--- src/rtl/multicore_dispatcher.sv ---
// multicore_dispatcher: program sequencer for the core array.
// Fetches from a fixed-latency program BRAM, resolves NOP/END/LOOP/SYNC
// locally and broadcasts every other instruction to the cores with a
// per-core valid/ready handshake.
module multicore_dispatcher #(
    parameter int INSTRUCTION_WIDTH = 32,
    parameter int INSTRUCTION_COUNT = 8,
    parameter int CORE_COUNT        = 4,
    parameter int LOOP_DEPTH        = 4,
    parameter int BRAM_LATENCY      = 2,
    localparam int PCW = (INSTRUCTION_COUNT > 1) ? $clog2(INSTRUCTION_COUNT) : 1
) (
    input  logic                         clk_in,
    input  logic                         rst_in,
    input  logic                         start_in,
    output logic [PCW-1:0]               instr_addr_out,
    input  logic [INSTRUCTION_WIDTH-1:0] instr_data_in,
    output logic [INSTRUCTION_WIDTH-1:0] issue_instr_out,
    output logic [CORE_COUNT-1:0]        issue_valid_out,
    input  logic [CORE_COUNT-1:0]        core_ready_in,
    input  logic [CORE_COUNT-1:0]        core_idle_in,
    output logic                         busy_out,
    output logic                         done_out,
    output logic                         error_out,
    output logic [PCW-1:0]               pc_out,
    output logic [2:0]                   state_out
);
    localparam int PCW1 = PCW + 1;
    localparam int SPW  = $clog2(LOOP_DEPTH + 1);
    localparam int LIW  = (LOOP_DEPTH > 1) ? $clog2(LOOP_DEPTH) : 1;
    localparam int CW   = $clog2(BRAM_LATENCY + 1);

    localparam logic [2:0] S_IDLE     = 3'd0;
    localparam logic [2:0] S_FETCH    = 3'd1;
    localparam logic [2:0] S_DECODE   = 3'd2;
    localparam logic [2:0] S_DISPATCH = 3'd3;
    localparam logic [2:0] S_SYNC     = 3'd4;
    localparam logic [2:0] S_HALT     = 3'd5;

    localparam logic [3:0] OP_NOP      = 4'b0000;
    localparam logic [3:0] OP_LOOP_SET = 4'b0001;
    localparam logic [3:0] OP_LOOP_END = 4'b0010;
    localparam logic [3:0] OP_SYNC     = 4'b0011;
    localparam logic [3:0] OP_END      = 4'b1111;

    logic [2:0]                   state, state_d;
    logic [PCW-1:0]               pc, pc_d;
    logic [CW-1:0]                fetch_cnt;
    logic [SPW-1:0]               sp;
    logic                         error;
    logic [INSTRUCTION_WIDTH-1:0] issue_instr;
    logic [CORE_COUNT-1:0]        pending;

    logic [PCW-1:0]               loop_addr [LOOP_DEPTH];
    logic [15:0]                  loop_cnt  [LOOP_DEPTH];

    logic                         restart, push, pop, dec, err_set, done_evt, latch, adv;

    // Decode helpers; the PC increment is one bit wider so overrun is visible
    logic [3:0]            opcode;
    logic [15:0]           imm;
    logic [CORE_COUNT-1:0] raw_mask, dispatch_mask;
    logic [PCW:0]          pc_inc;
    logic                  overrun;
    logic [LIW-1:0]        push_idx, top_idx;
    logic [15:0]           top_cnt;

    assign opcode        = instr_data_in[INSTRUCTION_WIDTH-1 -: 4];
    assign imm           = instr_data_in[15:0];
    assign raw_mask      = instr_data_in[INSTRUCTION_WIDTH-5 -: CORE_COUNT];
    assign dispatch_mask = (raw_mask == '0) ? '1 : raw_mask;
    assign pc_inc        = {1'b0, pc} + 1'b1;
    assign overrun       = (pc_inc >= PCW1'(INSTRUCTION_COUNT));
    assign push_idx      = LIW'(sp);
    assign top_idx       = LIW'(sp - 1'b1);
    assign top_cnt       = loop_cnt[top_idx];

    // State register
    always_ff @(posedge clk_in) begin
        if (rst_in) state <= S_IDLE;
        else        state <= state_d;
    end

    // Next-state and control events
    always_comb begin
        state_d  = state;
        pc_d     = pc;
        restart  = 1'b0;
        push     = 1'b0;
        pop      = 1'b0;
        dec      = 1'b0;
        err_set  = 1'b0;
        done_evt = 1'b0;
        latch    = 1'b0;
        adv      = 1'b0;
        case (state)
            S_IDLE, S_HALT: begin
                if (start_in) begin
                    restart = 1'b1;
                    state_d = S_FETCH;
                    pc_d    = '0;
                end
            end
            S_FETCH: begin
                if (fetch_cnt == CW'(BRAM_LATENCY - 1)) state_d = S_DECODE;
            end
            S_DECODE: begin
                case (opcode)
                    OP_NOP: adv = 1'b1;
                    OP_END: begin
                        done_evt = 1'b1;
                        state_d  = S_HALT;
                    end
                    OP_LOOP_SET: begin
                        if (sp == SPW'(LOOP_DEPTH)) begin
                            err_set = 1'b1;
                            state_d = S_HALT;
                        end else begin
                            push = 1'b1;
                            adv  = 1'b1;
                        end
                    end
                    OP_LOOP_END: begin
                        if (sp == '0) begin
                            err_set = 1'b1;
                            state_d = S_HALT;
                        end else if (top_cnt > 16'd1) begin
                            dec     = 1'b1;
                            pc_d    = loop_addr[top_idx];
                            state_d = S_FETCH;
                        end else begin
                            pop = 1'b1;
                            adv = 1'b1;
                        end
                    end
                    OP_SYNC: state_d = S_SYNC;
                    default: begin
                        latch   = 1'b1;
                        state_d = S_DISPATCH;
                    end
                endcase
            end
            // Leave once no pending core remains unaccepted after this cycle
            S_DISPATCH: if ((pending & ~core_ready_in) == '0) adv = 1'b1;
            S_SYNC:     if (&core_idle_in) adv = 1'b1;
            default:    state_d = S_IDLE;
        endcase
        // Sequential advance; running off the end of the program is a clean END
        if (adv) begin
            if (overrun) begin
                done_evt = 1'b1;
                state_d  = S_HALT;
            end else begin
                pc_d    = pc_inc[PCW-1:0];
                state_d = S_FETCH;
            end
        end
    end

    // Outputs: valids come only from registered pending bits, never from ready
    always_comb begin
        busy_out        = (state != S_IDLE) && (state != S_HALT);
        done_out        = done_evt;
        issue_valid_out = (state == S_DISPATCH) ? pending : '0;
    end

    assign instr_addr_out  = pc;
    assign pc_out          = pc;
    assign state_out       = state;
    assign error_out       = error;
    assign issue_instr_out = issue_instr;

    // Datapath: PC, fetch latency counter, stack pointer, error, issue latch
    always_ff @(posedge clk_in) begin
        if (rst_in) begin
            pc          <= '0;
            fetch_cnt   <= '0;
            sp          <= '0;
            error       <= 1'b0;
            issue_instr <= '0;
            pending     <= '0;
        end else begin
            pc        <= pc_d;
            fetch_cnt <= (state == S_FETCH) ? fetch_cnt + 1'b1 : '0;
            if (restart) begin
                error <= 1'b0;
                sp    <= '0;
            end else begin
                if (err_set) error <= 1'b1;
                if (push)     sp <= sp + 1'b1;
                else if (pop) sp <= sp - 1'b1;
            end
            if (latch) begin
                issue_instr <= instr_data_in;
                pending     <= dispatch_mask;
            end else if (state == S_DISPATCH) begin
                pending <= pending & ~core_ready_in;
            end
        end
    end

    // Loop stack storage; emptiness is tracked by sp alone
    always_ff @(posedge clk_in) begin
        if (push) begin
            loop_addr[push_idx] <= pc_inc[PCW-1:0];
            loop_cnt[push_idx]  <= (imm == 16'd0) ? 16'd1 : imm;
        end else if (dec) begin
            loop_cnt[top_idx] <= top_cnt - 16'd1;
        end
    end
endmodule

--- config.mk ---
export PLATFORM = sky130hd
export DESIGN_NAME = multicore_dispatcher
export DESIGN_NICKNAME = d
export VERILOG_FILES = /design/src/rtl/multicore_dispatcher.sv
export SDC_FILE = /design/constraint.sdc
export NUM_CORES = 1
export LEC_CHECK = 0
export CORE_MARGIN = 2
export CORE_UTILIZATION = 47
export CTS_CLUSTER_DIAMETER = 50
export DETAILED_ROUTE_END_ITERATION = 10
export GPL_ROUTABILITY_DRIVEN = 0
export PLACE_DENSITY_LB_ADDON = 0.08
export SYNTH_ARGS = -nofsm -noshare
export SYNTH_HDL_FRONTEND = slang
export SYNTH_SLANG_ARGS = --single-unit
--- constraint.sdc ---
create_clock -name clk_in -period 6 [get_ports clk_in]
set_clock_uncertainty 0.05 [all_clocks]
set_input_delay 1.2 -clock clk_in [delete_from_list [all_inputs] [get_ports clk_in]]
set_output_delay 1.2 -clock clk_in [all_outputs]
set_load 0.01 [all_outputs]
-- Word level (Yosys, flattened, before mapping)
Memories as Yosys holds them, arrays and structs flattened.
Index checks and enable logic that the tools add are counted.
W data, S select, Z words.
- output and inout bits: 48
- memories kept: 2
- bits of input ports: 43
- bits in registers: 48
- RAM bits: 76
- memories (memory ; depth ; bits a word ; rd ports ; clocked after memory_dff ; write ports ; RTL line ; RTL):
    loop_cnt ; 4 ; 16 ; 1 ; 0 ; 1 ; 55 ; logic [15:0] loop_cnt [LOOP_DEPTH];
    loop_addr ; 4 ; 3 ; 1 ; 0 ; 1 ; 54 ; logic [PCW-1:0] loop_addr [LOOP_DEPTH];
- eq/ne operators: 18
- order comparisons: 2
- bitwise gates (word level): 3
- reduce and logical (&&, ||, !) cells: 18
- mux-type cells: 58
- add/sub/neg operators: 5
- operators by type and width (cell ; number):
    $mux W3 ; 15
    $mux W16 ; 2
    $mux W1 ; 30
    $gt A16 B1 Y1 const B ; 1
    $logic_not A16 Y1 ; 1
    $mux W4 ; 4
    $reduce_or A16 Y1 ; 1
    $sub A16 B1 Y16 const B ; 1
    $pmux W3 S5 ; 1
    $logic_not A4 Y1 ; 3
    $ne A3 B3 Y1 const B ; 4
    $pmux W3 S4 ; 1
    $eq A3 B3 Y1 const B ; 3
    $eq A4 B2 Y1 const B ; 2
    $reduce_or A2 Y1 ; 4
    $eq A3 B2 Y1 const B ; 2
    $logic_not A3 Y1 ; 2
    $pmux W1 S3 ; 2
    $pmux W3 S2 ; 1
    $reduce_and A6 Y1 ; 1
    $ne A5 B5 Y1 const B ; 1
    $reduce_or A5 Y1 ; 1
    $add A3 B1 Y4 const B ; 1
    $and A4 B4 Y4 ; 1
    18 further kinds ; 19

-- Logic depth before layout (Yosys ltp)
An unclocked memory read counts as a cell.
- depth in word-level cells: 12
- depth in mapped cells: 17
- gate-level depth less buffers: 10

-- Least setup slack after synthesis
No wires, ideal clock.
- path kind: register to register
- start point: reg sp[0]
- end point: mem loop_cnt[1][0], enable pin
- cell stages (with the launch flop): 16
- data required time: 5536 ps
- path buffers: 7
- slack: 1104 ps
- library setup time: 414 ps
- arrival time: 4432 ps
- cell sequence: dfxtp_1 -> buf_6 -> buf_6 -> buf_2 -> clkinv_1 -> ha_1 -> clkbuf_1 -> buf_2 -> mux4_2 -> ha_1 -> nor2_1 -> nor4_4 -> a31o_1 -> buf_4 -> buf_2 -> o31ai_1
- word-level cells in the longest chain between the ends: 12
- elaborated cells between the ends (all ways): 20
- those cells by class: add/sub: 1; order compare: 1; eq/ne: 1; mux: 14; reduce/logical: 2; memory: 1
- ends and longest elaborated chain (element ; RTL line ; RTL):
    start: declaration ; 49 ; logic [SPW-1:0] sp;
    start signal: assignment ; 190 ; if (push) sp <= sp + 1'b1;
    start signal: assignment ; 191 ; else if (pop) sp <= sp - 1'b1;
    $sub A3 B1 Y3 ; -- ;
    $mem_v2 Z4 W16 ; -- ;
    $gt A16 B1 Y1 ; 127 ; end else if (top_cnt > 16'd1) begin
    $mux W1 ; 127 ;
    $mux W1 ; 124 ; if (sp == '0) begin
    $mux W1 ; 108 ; case (opcode)
    $mux W1 ; 96 ; case (state)
    $mux W1 ; 207 ; end else if (dec) begin
    $mux W1 ; 204 ; if (push) begin
    $mux W1 (not written as such) ; 208 ; loop_cnt[top_idx] <= top_cnt - 16'd1;
    $reduce_or A16 Y1 (no source line) ; -- ;
    $mux W2 (no source line) / $mux W1 (equally long branches) ; -- ;
    end: declaration ; 55 ;
Parallel ways exist; a longest one is shown, timed or not.

-- Worst setup path in the final report
- start point: reg sp[0]
- end point: out done_out
- word-level cells in the longest chain between the ends: 8
- elaborated cells between the ends (all ways): 11
- those cells by class: add/sub: 1; order compare: 1; eq/ne: 1; mux: 6; reduce/logical: 1; memory: 1
- ends and longest elaborated chain (element ; RTL line ; RTL):
    $sub A3 B1 Y3 ; -- ;
    $mem_v2 Z4 W16 ; -- ;
    $gt A16 B1 Y1 ; 127 ;
    $mux W1 ; 127 ;
    $mux W1 ; 124 ;
    $pmux W1 S3 (*) ; 108 ;
    $pmux W1 S3 (*) ; 96 ;
    $mux W1 (*) ; 149 ; if (adv) begin
    end: declaration ; 23 ; output logic done_out,
Mark *: on every way between the ends. The rest lies on a longest branch, timed or not.

==> summary.md <==
| Metric | Value |
|---|---|
| Synthesized area | ~5600 um^2 |
| Delay-heaviest family, CP | buffers and inverters |
| Overflow after GRT | 0 |
| H-tree lvl count | 4 |
| Final net count | ~640 |
| Critical Path RT | between 4 and 5 ns |
| Die width | about 110 um |
| Drt first pass iters | 4 |
| Critical path class | flip-flop to output port |
| First-pass GRT wire length | about 20000 um |
| Clk slew on worst S/H paths | 0.05 ns |
| Post-synthesis to final-layout area growth | 28.7% |
| CP arrival | approximately 4.2 ns |
| Power Density | ~320 nW/um^2 |
| Register area share after synthesis | 0.574 |
| # diodes | 0 |
| Crit path max fanout | 15 |
| Worst VDD drop | 202 uV |
| 1st-iter DRT viols | around 400 |
| Crit. End Element | output port |
| Crit path largest cell delay | 0.70 ns |
| Remaining DRCs | 0 |
| Top_reg_cell synth | edfxtp_1 |
| Die area | approximately 13000 um^2 |
| Distinct cell type count after synthesis | between 40 and 50 |
| Antenna-violating nets left | 0 |
| Hold Crit Class | flip-flop to flip-flop |
| Cell count after synthesis | 500 |
| Placed wire-length estimate | between 9000 and 10000 um |
| Final period utilization | 0.904 |
| Status | complete, no violations |
| TritonCTS clock tree | done |
| Ratio of cells with drive above 1 in the final layout | 0.130 |
| Share of power burned in registers | 0.426 |
| Final Total Pwr | between 2 and 2.5 mW |
| Asr flop ratio synth | 0 |
| Pins Over Slew Limit | 0 |
| Most frequent cells in the layout | 94 x nand2_1, 90 x clkdlybuf4s50_1, 76 x edfxtp_1 |
| DR WL/cell | 17.7 um |
| Clk_lat worst skew | roughly 0.42 ns |
| CTS Buf Count | 17 |
| # Post-CTS Setup Buffers | 0 |
| FMAX | around 0.18 GHz |
| Clock root buffer | clkbuf_16 |
| Total GRT Usage | 0.212 |
| Final Hold Slack | about 0.38 ns |
| Vias per inst | roughly 5.4 |
| Switching power | approximately 560 uW |
| Final setup violation count | 0 |
| Hold Fails Final Rpt | 0 |
| Max Cap Viol | 0 |
| Yosys reg bits | about 120 |
| P_leak | around 2.4 nW |
| Startpoint types | flip-flop |
| Synth Warn # | 0 |
| Most common cell after layout, fill and taps aside | nand2_1 |
| Clock sink total | roughly 120 |
| Comb pwr share | 0.149 |
| Sw Share | 0.242 |
| Detailed Route WL | about 13000 um |
| Count of hold-fix buffers inserted at cts | 0 |
| Bufs on Longest Clock Path | 2 |
| Area of the core | 11900 um^2 |
| Initial core utilization | 0.476 |
| Via count | just over 4000 |
| Vias in the first global route | 4079 |
| Initial antenna violation count | 0 |
| IO Pins | around 90 |
| Internal | roughly 1.8 mW |
| Die height | around 110 um |
| Least-Margin Pin Slew | 1.04 ns |
| Filler instances | roughly 960 |
| Port buffer count | 90 |
| Avg Cell Area, Syn | 11.3 um^2 |
| Syn_nets | 553 |
| Worst slew margin | 0.307 |
| Setup TNS | 0 ns |
| Critical Path Slowest Stage Cell | ha_1 |
| Critical path, cell by cell | clkinv_1, ha_1, buf_4, mux4_2, inv_1, ha_1, nor2_1, nor4_4, a21oi_1, buf_4, o22ai_1, clkdlybuf4s50_1 |
| RSZ-0062 raised after global routing | false |
| CP bufs+invs | 5 |
| Largest net degree at the start of global routing | 31 |
| Post-synth EDFFs | 76 |
| FP Rows | 40 |
| Min Clock Period, post-route | about 5.4 ns |
| Clk pwr share | 0.425 |
| PostCTS Resize Cnt | 0 |
==> stage by stage <==
step / worst slack (ns) / instances / utilization / instance area, um^2
3_5_place_dp: 1.01 / 716 / 0.563 / 6670
5_1_grt: 0.282 / 748 / 0.612 / 7260
4_1_cts: 0.549 / 748 / 0.612 / 7260
3_3_place_gp: 1.09 / 716 / 0.563 / 6670
2_1_floorplan: 1.10 / 500 / - / 5650
6_report: 0.576 / 748 / 0.612 / 7260
==> metal layers <==
layer / track usage / up-vias / wire length, um
met5: 0 / - / 0
met4: 0.0854 / 0 / 206
met3: 0.0547 / 13 / 482
met2: 0.356 / 75 / 6870
met1: 0.264 / 1983 / 5710
li1: - / 1989 / -
==> layout make-up <==
type                    count  area, um^2  share of cell area
flip-flops and latches    124        3240               0.446
well taps                 147         184              0.0253
clock inverters             3        18.8             0.00258
inverters                  12        45.0             0.00620
repair buffers            100         976               0.134
clock buffers              29         573              0.0789
multi-input cells         333        2220               0.306
==> worst paths after layout <==
kind	startpoint	to	slack (ns)	cells after the start
max reg2reg	sp[0]	loop_cnt[3][0]	1.61	12
min reg2reg	fetch_cnt[0]	fetch_cnt[0]	0.38	1
max	sp[0]	done_out	0.58	12
min	fetch_cnt[0]	fetch_cnt[0]	0.38	1
==> worst reg2reg max path: stages (launching register included) <==
cell and delay, ns:
dfxtp_1 0.33, clkinv_1 0.25, ha_1 0.70, buf_4 0.35, mux4_2 0.38, inv_1 0.12, ha_1 0.24, nor2_1 0.10
nor4_4 0.32, a31o_1 0.61, buf_4 0.36, o31ai_2 0.09, buf_4 0.24
==> sequential cells by signal, summed over array words and instances, names as in the netlist <==
| register | count |
|---|---|
| error_out | 1 |
| issue_instr_out | 32 |
| state_out | 3 |
| pending | 4 |
| instr_addr_out | 3 |
| sp | 3 |
| loop_cnt | 64 |
| fetch_cnt | 2 |
| loop_addr | 12 |
==> cells in the mapped netlist (2+ instances only) <==
cell | number | share of area
a21oi_1 | 45 | 0.040
a311oi_1 | 3 | 0.0047
a31oi_1 | 6 | 0.0066
and2_1 | 9 | 0.010
and3_1 | 3 | 0.0033
buf_2 | 6 | 0.0053
buf_4 | 4 | 0.0053
buf_6 | 2 | 0.0040
clkbuf_1 | 19 | 0.013
dfxtp_1 | 48 | 0.17
edfxtp_1 | 76 | 0.40
ha_1 | 10 | 0.022
inv_1 | 11 | 0.0073
mux2_2 | 2 | 0.0040
mux2i_1 | 2 | 0.0035
mux4_2 | 19 | 0.076
nand2_1 | 94 | 0.062
nand2b_1 | 2 | 0.0022
nand3_1 | 9 | 0.0080
nand3b_1 | 3 | 0.0040
nand4_1 | 3 | 0.0033
nor2_1 | 30 | 0.020
nor2b_1 | 6 | 0.0066
nor3_1 | 10 | 0.0089
nor3b_1 | 2 | 0.0027
nor4_1 | 6 | 0.0066
o21ai_0 | 18 | 0.016
o21ai_1 | 2 | 0.0018
o22ai_1 | 2 | 0.0022
o31ai_1 | 6 | 0.0080
or2_2 | 8 | 0.0089
or4_1 | 3 | 0.0040
or4_4 | 2 | 0.0040
xnor2_1 | 11 | 0.017
xor2_1 | 4 | 0.0062
==> kinds of logic after synthesis <==
| kind of cell | after synthesis | share of synthesized area |
|---|---|---|
| multiplexers | 23 | 0.0833 |
| buffers and inverters | 43 | 0.0352 |
| AO/OA/AOI/OAI | 89 | 0.0904 |
| adder cells (fa/ha/maj) | 10 | 0.0222 |
| flip-flops | 124 | 0.574 |
| AND/OR/NAND/NOR | 196 | 0.171 |
| XOR/XNOR | 15 | 0.0233 |
==> power groups by stage <==
stage	registers (mW)	logic [mW]	clock network (mW)
2_1_floorplan	1.01	0.190	0
3_3_place_gp	1.01	0.346	0
3_5_place_dp	1.01	0.350	0
4_1_cts	0.991	0.351	1.01
5_1_grt	0.998	0.384	1.05
6_report	0.991	0.347	0.990
(Power assumes the default switching activity.)
